$ cat config.mk
export PLATFORM = sky130hd
export DESIGN_NAME = oric_sdram_bridge
export DESIGN_NICKNAME = d
export VERILOG_FILES = /design/src/rtl/oric_sdram_pkg.sv /design/src/rtl/oric_access_detect.sv /design/src/rtl/oric_sdram_bridge.sv
export SDC_FILE = /design/constraint.sdc
export NUM_CORES = 1
export LEC_CHECK = 0
export CAP_MARGIN = 20
export CORE_MARGIN = 1
export CORE_UTILIZATION = 50
export CTS_CLUSTER_DIAMETER = 100
export DETAILED_ROUTE_END_ITERATION = 8
export GPL_ROUTABILITY_DRIVEN = 1
export GPL_TIMING_DRIVEN = 0
export PLACE_DENSITY = 0.77
export SETUP_SLACK_MARGIN = 0.4
export SYNTH_ARGS = -nofsm -noshare
export SYNTH_HDL_FRONTEND = slang
export SYNTH_SLANG_ARGS = --single-unit
export TNS_END_PERCENT = 30
$ cat constraint.sdc
create_clock -name clk_sys -period 2.1 [get_ports clk_sys]
set_input_delay 0.315 -clock clk_sys [delete_from_list [all_inputs] [get_ports clk_sys]]
set_output_delay 0.315 -clock clk_sys [all_outputs]
set_load 0.02 [all_outputs]
$ cat src/rtl/oric_sdram_pkg.sv
// Shared types and constants for the Oric RAM bus to SDRAM port bridge.
package oric_sdram_pkg;

  localparam int ORIC_ADDR_W = 16;

  typedef enum logic [0:0] {
    IDLE = 1'b0,
    WAIT = 1'b1
  } bridge_state_t;

  localparam logic [1:0] DS_LO   = 2'b01;
  localparam logic [1:0] DS_HI   = 2'b10;
  localparam logic [1:0] DS_BOTH = 2'b11;

  typedef struct packed {
    logic [ORIC_ADDR_W-1:0] a;
    logic                   we;
    logic [7:0]             d;
  } pend_t;

  // Writes touch only the addressed byte lane; reads always fetch the whole word.
  function automatic logic [1:0] lane_sel(input logic we, input logic a0);
    if (!we) return DS_BOTH;
    return a0 ? DS_HI : DS_LO;
  endfunction

endpackage

$ cat src/rtl/oric_access_detect.sv
// Spots the start of each new core access and presents the payload to capture.
module oric_access_detect #(
  parameter int ADDR_W = 16
) (
  input  logic              clk_sys,
  input  logic              reset,
  input  logic [ADDR_W-1:0] ram_ad,
  input  logic [7:0]        ram_d,
  input  logic              ram_cs,
  input  logic              ram_oe,
  input  logic              ram_we,
  output logic              trigger,
  output logic [ADDR_W-1:0] cap_a,
  output logic              cap_we,
  output logic [7:0]        cap_d
);

  logic              rd_now;
  logic              wr_now;
  logic              rd_d;
  logic              wr_d;
  logic [ADDR_W-1:0] ad_d;

  assign rd_now = ram_cs & ram_oe;
  assign wr_now = ram_cs & ram_we;

  // Remember last cycle's strobes and address so edges and address moves can be seen.
  always_ff @(posedge clk_sys) begin
    if (reset) begin
      rd_d <= 1'b0;
      wr_d <= 1'b0;
      ad_d <= '0;
    end else begin
      rd_d <= rd_now;
      wr_d <= wr_now;
      ad_d <= ram_ad;
    end
  end

  // A held read strobe with a moving address (video fetch) counts as a new access.
  assign trigger = (rd_now & ~rd_d) | (wr_now & ~wr_d) | (rd_now & (ram_ad != ad_d));
  assign cap_a   = ram_ad;
  assign cap_we  = wr_now;
  assign cap_d   = ram_d;

endmodule

$ cat src/rtl/oric_sdram_bridge.sv
// Oric byte RAM bus to 16-bit toggle-handshake SDRAM port, with one pending slot.
module oric_sdram_bridge
  import oric_sdram_pkg::*;
#(
  parameter int ADDR_W      = 16,
  parameter int TIMEOUT_CYC = 64
) (
  input  logic              clk_sys,
  input  logic              reset,
  input  logic [ADDR_W-1:0] ram_ad,
  input  logic [7:0]        ram_d,
  input  logic              ram_cs,
  input  logic              ram_oe,
  input  logic              ram_we,
  output logic [7:0]        ram_q,
  output logic              port_req,
  input  logic              port_ack,
  output logic [ADDR_W-1:0] port_a,
  output logic [1:0]        port_ds,
  output logic              port_we,
  output logic [15:0]       port_d,
  input  logic [15:0]       port_q,
  output logic              busy,
  output logic              timeout,
  output logic [7:0]        overrun_cnt
);

  localparam int CNT_W = $clog2(TIMEOUT_CYC + 1);
  localparam logic [CNT_W-1:0] CNT_MAX = CNT_W'(TIMEOUT_CYC);

  bridge_state_t     state;
  logic              trigger;
  logic [ADDR_W-1:0] cap_a;
  logic              cap_we;
  logic [7:0]        cap_d;
  pend_t             cap_e;
  pend_t             pend;
  logic              pend_valid;
  pend_t             issue_e;
  logic              issue;
  logic              ack_match;
  logic              drop_pend;
  logic [7:0]        d_r;
  logic [7:0]        q_r;
  logic [CNT_W-1:0]  wait_cnt;

  oric_access_detect #(.ADDR_W(ADDR_W)) u_detect (
    .clk_sys (clk_sys),
    .reset   (reset),
    .ram_ad  (ram_ad),
    .ram_d   (ram_d),
    .ram_cs  (ram_cs),
    .ram_oe  (ram_oe),
    .ram_we  (ram_we),
    .trigger (trigger),
    .cap_a   (cap_a),
    .cap_we  (cap_we),
    .cap_d   (cap_d)
  );

  assign cap_e     = '{a: cap_a, we: cap_we, d: cap_d};
  assign ack_match = (port_ack == port_req);

  // Decide whether to issue this cycle and from where; a fresh trigger beats a pending entry.
  always_comb begin
    issue   = 1'b0;
    issue_e = cap_e;
    if (state == IDLE) begin
      issue = trigger;
    end else if (ack_match) begin
      if (trigger) begin
        issue = 1'b1;
      end else if (pend_valid) begin
        issue   = 1'b1;
        issue_e = pend;
      end
    end
  end

  // Any trigger in WAIT while the slot is full loses an access, whether or not this is the ack cycle.
  assign drop_pend = (state == WAIT) && trigger && pend_valid;

  // Handshake FSM, capture registers, pending slot, read latch and status counters.
  always_ff @(posedge clk_sys) begin
    if (reset) begin
      state       <= IDLE;
      port_req    <= 1'b0;
      port_a      <= '0;
      port_we     <= 1'b0;
      d_r         <= 8'h00;
      q_r         <= 8'h00;
      pend        <= '0;
      pend_valid  <= 1'b0;
      wait_cnt    <= '0;
      timeout     <= 1'b0;
      overrun_cnt <= 8'h00;
    end else begin
      if (issue) begin
        port_a   <= issue_e.a;
        port_we  <= issue_e.we;
        d_r      <= issue_e.d;
        port_req <= ~port_req;
        wait_cnt <= '0;
        state    <= WAIT;
      end else if (state == WAIT && ack_match) begin
        state <= IDLE;
      end else if (state == WAIT && wait_cnt != CNT_MAX) begin
        wait_cnt <= wait_cnt + 1'b1;
      end

      if (state == WAIT && ack_match && !port_we) begin
        q_r <= port_a[0] ? port_q[15:8] : port_q[7:0];
      end

      if (state == WAIT && ack_match) begin
        pend_valid <= 1'b0;
      end else if (state == WAIT && trigger) begin
        pend       <= cap_e;
        pend_valid <= 1'b1;
      end

      if (drop_pend && overrun_cnt != 8'hFF) begin
        overrun_cnt <= overrun_cnt + 1'b1;
      end

      if (state == WAIT && wait_cnt == CNT_MAX) begin
        timeout <= 1'b1;
      end
    end
  end

  assign busy    = (state == WAIT);
  assign port_ds = lane_sel(port_we, port_a[0]);
  assign port_d  = {d_r, d_r};
  assign ram_q   = ram_cs ? q_r : 8'h00;

endmodule
Yosys cells after proc, flatten, opt, wreduce, memory -nomap -nowiden
Cells that the tools add are included.
Cells by class
  div/mod/pow operators: 0
  bitwise logic cells: 11
  add/subtract/negate cells: 2
  reductions and logical operators: 13
  mux-type cells: 14
  multiply operators: 0
  equality and inequality tests: 5
  shifts and indexed selects: 0
  order comparisons: 0
Operators by type and width (count)
  25-bit 2-to-1 mux: 4
  8-bit 2-to-1 mux: 2
  16-bit inequality test: 1
  8-bit by 1-bit adder with 8-bit output, second input constant: 1
  8-bit inequality test, second input constant: 1
  7-bit by 1-bit adder with 7-bit output, second input constant: 1
  7-bit equality test, second input constant: 1
  1-bit logical AND: 7
  7-bit inequality test, second input constant: 1
  1-bit 2-to-1 mux: 6
  1-bit AND: 5
  2-bit 2-to-1 mux: 2
  1-bit NOT: 4
  2-bit AND reduction: 2
  2-bit OR reduction: 2
  1-bit bitwise OR: 2
  2-bit nonzero test: 1
  1-bit equality test: 1
  1-bit logical NOT: 1
Storage, ports and cells
  input bits: 46
  register bits after elaboration: 95
  memories kept: 0
  word-level logic and storage cells: 61
  RAM bits: 0
  bits in latches: 0
  output and inout bits: 54
  bits in read-only memories: 0

Logic depth before layout (Yosys ltp)
  depth in word-level cells: 8
  gate-level depth with buffers: 9
  gate-level depth less buffers: 8

Modules after synthesis
Synthesis repeated with hierarchy kept, for this count alone.
Second synthesis, totals
  cells, all modules: 493
  area, all modules: 4184.0 sq um
Modules (own cells, without submodules)
  oric_sdram_bridge: area an instance 3305.7 sq um, instances 1, cells each 405, seq. area each 1541.5 sq um
  oric_access_detect: area an instance 878.3 sq um, instances 1, cells each 88, seq. area each 360.3 sq um

Worst setup path before layout
Ideal clock, no wire load.
  kind: reg2reg
  start: reg port_req
  end: reg port_a[0]
  buffers on the path: 2
  slack: 0.191 ns
  arrival time: 1.831 ns
  library setup time: 0.078 ns
  cell stages (with the launch flop): 9
  data required time: 2.022 ns
  clock period less this slack: 1.909 ns
  cell sequence: dfxtp_1 xnor2_1 buf_2 nand2b_1 o21ai_0 a31oi_4 clkbuf_1 nor2_1 nor3_1
Between the ends
  longest elaborated chain between the ends: 3
  elaborated cells between the ends (all ways): 5
  classes of those cells: eq/ne (1); mux (4)
Ends and longest elaborated chain
  start, declared: RTL line oric_sdram_bridge.sv:16  | output logic port_req,
  start signal, assigned: RTL line oric_sdram_bridge.sv:102  | port_req <= ~port_req;
  1-bit equality test (*): RTL line oric_sdram_bridge.sv:62  | assign ack_match = (port_ack == port_req);
  25-bit 2-to-1 mux or 1-bit 2-to-1 mux (tied branches): RTL line oric_sdram_bridge.sv:70  | end else if (ack_match) begin
  25-bit 2-to-1 mux or 1-bit 2-to-1 mux (tied branches): RTL line oric_sdram_bridge.sv:68  | if (state == IDLE) begin
  end signal, assigned: RTL line oric_sdram_bridge.sv:99  | port_a <= issue_e.a;
  end, declared: RTL line oric_sdram_bridge.sv:18  | output logic [ADDR_W-1:0] port_a,
Mark *: on every way between the ends. The rest lies on a longest branch, timed or not.
A chain may end at the register's enable or synchronous reset.

Worst setup path after layout
  start: in port_ack
  end: reg port_a[9]
Between the ends
  longest elaborated chain between the ends: 3
  elaborated cells between the ends (all ways): 5
  classes of those cells: eq/ne (1); mux (4)
Ends and longest elaborated chain
  start, declared: RTL line oric_sdram_bridge.sv:17  | input logic port_ack,
  1-bit equality test (*): RTL line oric_sdram_bridge.sv:62
  25-bit 2-to-1 mux or 1-bit 2-to-1 mux (tied branches): RTL line oric_sdram_bridge.sv:70
  25-bit 2-to-1 mux or 1-bit 2-to-1 mux (tied branches): RTL line oric_sdram_bridge.sv:68
Marked as above.

==> key figures <==
Timing
  – Fin crit period: 1.991 ns
  – WHS: 0.2791 ns
  – Max Freq: 502.2 MHz
  – Final period util: 94.83%
  – Worst Skew: 0.01704 ns
  – RSZ-0062 raised after global routing: true
  – Relative slew margins: 59.69%
  – Final setup fails: 0
  – Worst setup margin: about 0.11 ns
  – Slew Viols, Final: 0
  – Fin. Hold Viols: 0
  – Least-Margin Pin Slew: 0.6046 ns

Routing
  – Via count: around 4000
  – Initial DRC Count: 232
  – DRC Markers: 2
  – Vias per inst: roughly 5.6
  – Antenna-violating nets left: 0
  – Drt wl/cell: 16.96 um
  – First-pass iteration count of the detailed router: 7
  – Post-Route WL: roughly 12000 um

Synthesis
  – Synth Area per Inst: 8.798 sq um
  – Commonest cells in the netlist: dfxtp_1, nor2_1, nand2_1
  – Top cell type's share of synthesized area: 45.13%
  – Top-count cell post-synth: dfxtp_1
  – Synth async-reset ratio: 0%
  – Sequential area share after synthesis: 45.13%
  – Synth Cell Area: 4214 sq um
  – Syn Nets: between 500 and 600
  – EDFF count, synth: 0
  – Synth cell types: 46
  – Post-synth top flop: dfxtp_1
  – Area leader, netlist: dfxtp_1
  – Synth warn: 0
  – Top post-synthesis cells by area: dfxtp_1, mux2i_1, nor2_1
  – Synthesized instance count: 479
  – Register bit total from synthesis: 95

Setup path
  – Reg2Reg Depth: 8
  – Max stage delay on crit path: around 0.47 ns
  – CP startpoint kind: input pin
  – Crit Path Class: in -> reg
  – Critical path, cell by cell: clkdlybuf4s50_1 > xnor2_2 > buf_4 > nor2_2 > clkbuf_2 > a221oi_2 > nor3_1
  – CP endpoint kind: flop
  – Critical path fanouts, max: 10
  – Critical Path AT: 2.28 ns
  – Required time worst endpoint: approximately 2.4 ns
  – Slowest stage cell, crit path: clkbuf_2
  – Register-to-register setup slack: 0.15 ns

Outcome
  – Failing checks: design-rule violations
  – Outcome: finished, violations left

Layout
  – Filler cells: 562
  – Layout area overhead: 48.22%
  – Ant. Diodes: 0
  – Finished Layout Cells: 717
  – Fin nets: about 660
  – Final Core Density: approximately 76%
  – Share of cells above drive strength 1: 21.24%

Power and ir drop
  – Gate power share: roughly 22%
  – P_sw: 1.169 mW
  – Power share of the clock group: 31.0%
  – Sw frac: between 20% and 30%
  – Pleak: 2.307 nW
  – Flop pwr share: 47.0%
  – Internal power: 3.008 mW
  – Peak supply drop: 0.4001 mV
  – Power Total: 4.178 mW
  – PD cells: 668.9 nW/um^2

Die
  – I/O pin count: 100
  – Width of the die: 93.81 um
  – Die Height: 93.81 um
  – Starting Density: 51.55%
  – Rows: 33
  – Die area: 8799 sq um
  – Core area: approximately 8200 sq um

Global route
  – Grt ovf: 0
  – Vias in the first global route: 3842
  – GRT Total Usage: 27.40%
  – Largest net degree at the start of global routing: 15
  – Initial antenna violation count: 0
  – First-pass GRT wire length: 18600 um

Placed design
  – Gpl congestion: 0.8074
  – Placed Cells: 682
  – Dpl hpwl: 7690 um
  – Worst slack, placed: -0.6532 ns
  – Port Buf Inserts: 98

Hold path
  – Worst min path class: in -> reg
  – Number of cells on the worst hold path: 2

Clock network
  – Clock Tree Buf Depth: 2
  – Root Buffer: clkbuf_8
  – CTS Sinks: 95
  – Cts bufs inserted: 9
  – Clock-pin slew on the worst setup and hold paths: 0.09 ns
  – CTS HTree Levels: 3
  – TritonCTS clock tree: yes
  – CTS hold repair buffers: 0
  – Worst-Skew Late Latency: about 0.37 ns

Run
  – Max-cap violations: 0
[stage by stage]
| stage | instance area, sq um | setup TNS [ns] |
|---|---|---|
| 5_1_grt | 6246 | 0 |
| 4_1_cts | 6086 | 0 |
| 6_report | 6246 | 0 |
| 3_3_place_gp | 5534 | -29.64 |
| 3_5_place_dp | 5534 | -31.45 |
| 2_1_floorplan | 4422 | 0 |
[cell type report]
| type | count | area [sq um] | share of cell area (%) |
|---|---|---|---|
| Inverter | 7 | 26.28 | 0.4207 |
| Clock buffer | 11 | 131.4 | 2.103 |
| Tap cell | 105 | 131.4 | 2.103 |
| Timing Repair Buffer | 119 | 1167 | 18.69 |
| Clock inverter | 3 | 68.82 | 1.102 |
| Multi-Input combinational cell | 335 | 2452 | 39.26 |
| Buffer | 42 | 355.3 | 5.689 |
| Sequential cell | 95 | 1913 | 30.63 |
[layout by cell type (no fill, tap or decap), types with 3 or more instances in the layout]
cell,Yosys,layout
buf_12,0,5
a211oi_1,9,8
a221oi_4,0,3
clkbuf_1,21,16
o21ai_1,1,3
ha_1,3,3
dfxtp_1,95,86
mux2i_1,34,30
and2_1,9,9
nor2_2,0,4
xor2_1,13,12
nand3_1,6,6
buf_8,0,3
clkbuf_8,0,13
dlygate4sd2_1,0,22
a221oi_2,0,21
nand4_1,4,4
nor3_1,25,23
buf_4,9,27
dlymetal6s2s_1,0,3
clkbuf_2,0,3
clkdlybuf4s50_1,0,71
a21oi_1,6,4
dfxtp_2,0,9
nor2_1,76,70
mux2i_2,0,3
nand2_1,58,58
nor2b_1,18,17
xnor2_1,12,10
inv_1,7,6
buf_6,3,3
[sequential cells by signal, summed over array words and instances, names as in the netlist, 7 cells and up]
signal	flops
pend	25
wait_cnt	7
q_r	8
overrun_cnt	8
port_a	16
u_detect.ad_d	16
d_r	8
[routing by layer]
| layer | routed length [um] | global-route usage (%) | share of wire, % | vias to the layer above |
|---|---|---|---|---|
| met3 | 797 | 3.641 | 6.6 | 22 |
| met4 | 235 | 10.90 | 1.9 | 0 |
| met1 | 5127 | 33.70 | 42 | 1913 |
| met5 | 0 | 0 | 0 | - |
| li1 | - | - | - | 1895 |
| met2 | 5998 | 48.11 | 49 | 188 |
[cells by family after synthesis]
family,synth area share [%]
AND/OR/NAND/NOR,23.28
flip-flops,45.13
AO/OA/AOI/OAI,11.25
buffers and inverters,5.909
multiplexers,8.343
XOR/XNOR,5.196
adder cells (fa/ha/maj),0.8908
[power by group through the flow]
stage	sequential (mW)	clock [mW]	combinational, mW
3_5_place_dp	2.00	0	0.824
4_1_cts	1.96	1.29	0.888
6_report	1.96	1.29	0.922
3_3_place_gp	1.99	0	0.811
5_1_grt	1.98	1.39	0.980
2_1_floorplan	2.05	0	0.414
[worst max-delay path: cells and delay by family]
family,cells,cell delay (ns)
AOI/OAI and AO/OA,1,0.06
xor gates and xnor gates,1,0.16
buffers and inverters,3,1.08
and+or+nand+nor,2,0.66
[path summary, 6_finish.rpt]
check	start	endpoint
worst max-delay path	port_ack	port_a[9]
worst min-delay path	ram_ad[1]	u_detect.ad_d[1]
worst max register to register	u_detect.ad_d[1]	overrun_cnt[6]
worst min register to register	timeout	timeout
[what timing repair did]
action	in CTS	in global routing
cloned	1	1
setup buffers	17	2
resized for setup	76	28
pin swaps	31	9
endpoints found under the setup margin	93	106
Power figures use the tool's default switching activity.
